## src/rtl/auth_attempt_ctrl.sv

```systemverilog
// Attempt controller behind the code comparator: counts consecutive mismatches, unlocks on a match,
// enforces a timed lockout. Define AUTH_RELOCK_TIMEOUT_EN to auto-relock after RELOCK_CYCLES idle cycles.
module auth_attempt_ctrl #(
  parameter int unsigned MAX_FAILS     = 3,
  parameter int unsigned LOCK_CYCLES   = 16,
  parameter int unsigned RELOCK_CYCLES = 32
) (
  input  logic        clk,
  input  logic        rst_n,
  input  logic        cmp_valid,
  input  logic        cmp_matched,
  input  logic        relock,
  output logic        cmp_ready,
  output logic        unlocked,
  output logic        locked_out,
  output logic        grant,
  output logic        deny,
  output logic        timeout,
  output logic [3:0]  fail_count,
  output logic [15:0] lock_remaining
);

  if (MAX_FAILS < 1 || MAX_FAILS > 15 || LOCK_CYCLES < 1 || LOCK_CYCLES > 65535 ||
      RELOCK_CYCLES < 1 || RELOCK_CYCLES > 65535) begin : g_bad_params
    $error("auth_attempt_ctrl: parameter out of legal range");
  end

  localparam logic [4:0]  MAX_FAILS_W   = 5'(MAX_FAILS);
  localparam logic [3:0]  MAX_FAILS_L   = 4'(MAX_FAILS);
  localparam logic [15:0] LOCK_CYCLES_L = 16'(LOCK_CYCLES);

  typedef enum logic [1:0] {ST_ARMED, ST_UNLOCKED, ST_LOCKOUT} state_t;

  state_t state_reg;
  logic   accept;

  // cmp_ready is high only in ARMED, so accept already implies the ARMED state
  assign accept = cmp_valid & cmp_ready;

`ifdef AUTH_RELOCK_TIMEOUT_EN
  localparam logic [15:0] RELOCK_CYCLES_L = 16'(RELOCK_CYCLES);
  logic [15:0] idle_cnt_reg;
`endif

  always_ff @(posedge clk or negedge rst_n) begin
    if (!rst_n) begin
      state_reg      <= ST_ARMED;
      cmp_ready      <= 1'b1;
      unlocked       <= 1'b0;
      locked_out     <= 1'b0;
      grant          <= 1'b0;
      deny           <= 1'b0;
      timeout        <= 1'b0;
      fail_count     <= 4'd0;
      lock_remaining <= 16'd0;
`ifdef AUTH_RELOCK_TIMEOUT_EN
      idle_cnt_reg   <= 16'd0;
`endif
    end else begin
      grant   <= 1'b0;
      deny    <= 1'b0;
      timeout <= 1'b0;
      case (state_reg)
        ST_ARMED: begin
          if (accept) begin
            if (cmp_matched) begin
              state_reg  <= ST_UNLOCKED;
              cmp_ready  <= 1'b0;
              unlocked   <= 1'b1;
              grant      <= 1'b1;
              fail_count <= 4'd0;
`ifdef AUTH_RELOCK_TIMEOUT_EN
              idle_cnt_reg <= 16'd0;
`endif
            end else if ({1'b0, fail_count} + 5'd1 >= MAX_FAILS_W) begin
              state_reg      <= ST_LOCKOUT;
              cmp_ready      <= 1'b0;
              locked_out     <= 1'b1;
              deny           <= 1'b1;
              fail_count     <= MAX_FAILS_L;
              lock_remaining <= LOCK_CYCLES_L;
            end else begin
              deny       <= 1'b1;
              fail_count <= fail_count + 4'd1;
            end
          end
        end
        ST_LOCKOUT: begin
          // The last lockout cycle is the one where lock_remaining reads 1
          if (lock_remaining <= 16'd1) begin
            state_reg      <= ST_ARMED;
            cmp_ready      <= 1'b1;
            locked_out     <= 1'b0;
            lock_remaining <= 16'd0;
            fail_count     <= 4'd0;
          end else begin
            lock_remaining <= lock_remaining - 16'd1;
          end
        end
        ST_UNLOCKED: begin
          if (relock) begin
            state_reg <= ST_ARMED;
            cmp_ready <= 1'b1;
            unlocked  <= 1'b0;
`ifdef AUTH_RELOCK_TIMEOUT_EN
            idle_cnt_reg <= 16'd0;
          end else if (idle_cnt_reg + 16'd1 == RELOCK_CYCLES_L) begin
            state_reg    <= ST_ARMED;
            cmp_ready    <= 1'b1;
            unlocked     <= 1'b0;
            timeout      <= 1'b1;
            idle_cnt_reg <= 16'd0;
          end else begin
            idle_cnt_reg <= idle_cnt_reg + 16'd1;
`endif
          end
        end
        default: begin
          state_reg      <= ST_ARMED;
          cmp_ready      <= 1'b1;
          unlocked       <= 1'b0;
          locked_out     <= 1'b0;
          fail_count     <= 4'd0;
          lock_remaining <= 16'd0;
        end
      endcase
    end
  end

endmodule

```

## config.mk

```make
export PLATFORM = sky130hd
export DESIGN_NAME = auth_attempt_ctrl
export DESIGN_NICKNAME = d
export VERILOG_FILES = /design/src/rtl/auth_attempt_ctrl.sv
export SDC_FILE = /design/constraint.sdc
export NUM_CORES = 1
export LEC_CHECK = 0
export ABC_AREA = 1
export CAP_MARGIN = 30
export CORE_MARGIN = 1
export CORE_UTILIZATION = 46
export CTS_BUF_LIST = sky130_fd_sc_hd__clkbuf_16
export DETAILED_ROUTE_END_ITERATION = 8
export GPL_ROUTABILITY_DRIVEN = 0
export PLACE_DENSITY = 0.86
export SLEW_MARGIN = 10
export SYNTH_ARGS = -nofsm -noshare
export SYNTH_HDL_FRONTEND = slang
export SYNTH_SLANG_ARGS = --single-unit
```

## constraint.sdc

```tcl
create_clock -name clk -period 1.7 [get_ports clk]
set_clock_uncertainty 0.15 [all_clocks]
set_input_delay 0.34 -clock clk [delete_from_list [all_inputs] [get_ports clk]]
set_output_delay 0.34 -clock clk [all_outputs]
set_load 0.02 [all_outputs]
```

==> impl_metrics.toml, run 1 <==
[finish]
largest_register_ffs = 16
layout.nets = 307
area_delta_synth_final_pct = 45.9
final_core_utilization = 0.709
antennaDiodeCount = 0
drive_above_1_share = 0.266
fillCellCount = 279
finalNonFillerCells = 343
multi_input_area_sq_um = 947
regArea_sq_um = 681
final_cell_mix = "nand2_1, nor2_1"
final_common_cell = "nand2_1"

[critical_path]
reg2reg_to = "lock_remaining[15]$_DFFE_PN0P_"
worstPathCellList = "inv_2 -> ha_4 -> nor2_2 -> nand2_1 -> nor2_1 -> nor2_1 -> nand2_1 -> nand2_4 -> buf_6 -> nand2_2 -> nand2_2"
cp.arrival_ns = 1.76
criticalPathCategory = "reg -> reg"
worstPathMaxFanout = 5
crit_buf_inv = 2
r2r.worst_path.cells = 11
cp_slowest_cell = "dfrtp_2"
endpoint_kind = "register"
cpPeakStageDelay_ns = 0.42
cp.required_ns = 1.71
cpLargestDelayFamily = "simple AND/OR/NAND/NOR gates"
reg2reg_from = "fail_count[0]$_DFFE_PN0P_"
cp-start-kind = "register"
rrSetupSlack_ns = -0.05

[timing]
report.final.hold_viol_count = 0
slew_viol_final = 0
min_period_over_period = 1.03
setup_ws_ns = -0.0500
clock.fmax_mhz = 571
whs_ns = 0.281
grt_setup_unrepaired = "yes"
min_period_ns = 1.75
setup_viol = 17

[drt]
drc = 0
wirelength_mm = 4.26
vias_per_cell = 5.06
ant_nets = 0
via_count = 1735
detail_route.wl_per_cell_um = 12.4
first_pass_iters = 4
drt_iter0_markers = 85

[placement]
dp.cells = 335
hpwl_mm = 2.87
io_buffers = 29

[synthesis]
synth_cell_types = 24
synth_edf_count = 0
async_flop_share = 1.00
ys_warn_count = 0
synth_ff_type = "dfrtp_1"
syn_area_sq_um = 1630
syn_inst = 240
ys_seq_area_frac = 0.414
ys_ff_latch = 27
synth.avg_cell_area_sq_um = 6.81
synth_fp_nets = 249

[floorplan]
boundaryPins = 31
initial_core_util = 0.486
dieWidth_um = 61.6
die-area_sq_um = 3790
rows = 21
die_height_um = 61.6
core_area_sq_um = 3360

[clock_tree]
ctsHoldBuffers = 0
cts_tree = "built"
cts_max_path_buffers = 2
cts.htree.levels = 1
insertion_delay_ns = 0.27
cts_inserted_buffers = 3
cts-root-buf = "clkbuf_16"
clkTransAtPathRegs_ns = 0.07
clock-sinks = 27

[global_routing]
gr-usage-met1 = 0.281
grt_overflow = 0
grtUsageMet3 = 0.0420
grt_antenna_before_repair = 0
grt_max_degree = 28
grt.total_usage = 0.240
grt_pass1_vias = 1595
top_usage_layer = "met2"
grtUsageMet2 = 0.427
grt_pass1_wl_mm = 6.67

[status]
violations = "setup timing"
status = "finished, violations left"

[worst_hold_path]
hp-class = "in -> async"

[run]
maxCapViolations = 0

[power]
max-vdd-ir-drop_uv = 821
p_leak_uw = 0.00131
powerDensity_nw_per_um2 = 1790
routing by layer:
layer  vias up  part of all wire  wire length, um
li1        853                 -                -
met1       812              0.41             1770
met2        54              0.50             2130
met3        16             0.051              216
met4         0             0.035              151
met5         -                 0                0
logic make-up after synthesis:
group	count (synthesis)	synth area share
compound gates	8	0.0283
xor+xnor	6	0.0322
flops	27	0.414
other cells	1	0.00229
simple gates	160	0.404
buf+inv	34	0.0880
fa+ha+maj	4	0.0306
repair_timing:
item	4_1_cts	5_1_grt
setup buffers	1	2
gates cloned	1	0
setup endpoints to repair	44	25
gates resized for setup	41	32
pin swaps	13	8
synthesized netlist by cell type (2+ instances only):
| cell | number | area share |
|---|---|---|
| buf_4 | 2 | 0.0092 |
| dfrtp_1 | 26 | 0.40 |
| ha_1 | 4 | 0.031 |
| xor2_1 | 6 | 0.032 |
| nand2_1 | 88 | 0.20 |
| nor2_1 | 38 | 0.087 |
| nand3b_1 | 2 | 0.0092 |
| inv_1 | 29 | 0.067 |
| nand3_1 | 21 | 0.064 |
| nand4_1 | 6 | 0.023 |
| o21ai_0 | 5 | 0.015 |
through the flow:
step	area (sq um)	worst slack (ns)	power (uW)	setup TNS, ns
6_report	2380	-0.0500	4260	-0.577
5_1_grt	2380	-0.113	4620	-1.60
4_1_cts	2270	-0.0577	4010	-0.778
3_5_place_dp	2160	-0.194	3470	-2.85
3_3_place_gp	2160	-0.145	3400	-2.21
2_1_floorplan	1660	0.000788	2490	0
power breakdown:
| group | internal (uW) | switching (uW) |
|---|---|---|
| combinational | 1060 | 1430 |
| sequential | 904 | 310 |
| clock | 319 | 237 |
| total | 2280 | 1980 |
how the worst max path moves through the flow:
stage | from | endpoint | slack (ns) | depth (start not counted)
floorplan | fail_count[0]$_DFFE_PN0P_ | lock_remaining[12]$_DFFE_PN0P_ | 0.0008 | 11
global placement | cmp_valid | lock_remaining[5]$_DFFE_PN0P_ | -0.15 | 7
detailed placement | cmp_valid | lock_remaining[6]$_DFFE_PN0P_ | -0.19 | 7
CTS | fail_count[0]$_DFFE_PN0P_ | lock_remaining[4]$_DFFE_PN0P_ | -0.06 | 11
global route | lock_remaining[0]$_DFFE_PN0P_ | cmp_ready$_DFFE_PN1P_ | -0.11 | 12
finish | fail_count[0]$_DFFE_PN0P_ | lock_remaining[15]$_DFFE_PN0P_ | -0.05 | 11
layout make-up:
class                           count  share of cell area
Inverter                           30              0.0483
Clock buffer                        3              0.0315
Multi-Input combinational cell    179               0.397
Timing Repair Buffer               57               0.211
Sequential cell                    27               0.285
Clock inverter                      1             0.00210
Tap cell                           46              0.0241
No activity file was read; power rests on OpenSTA's default activity.
==> run 2, diff against run 1 <==
--- a/config.mk
+++ b/config.mk
@@ -6,6 +6,7 @@
 export NUM_CORES = 1
 export LEC_CHECK = 0
 export ABC_AREA = 1
+export ABC_CLOCK_PERIOD_IN_PS = 1700
 export CAP_MARGIN = 30
 export CORE_MARGIN = 1
 export CORE_UTILIZATION = 46
==> results of run 2 <==
The final DEF is identical to that of run 1; final timing and power are the same.
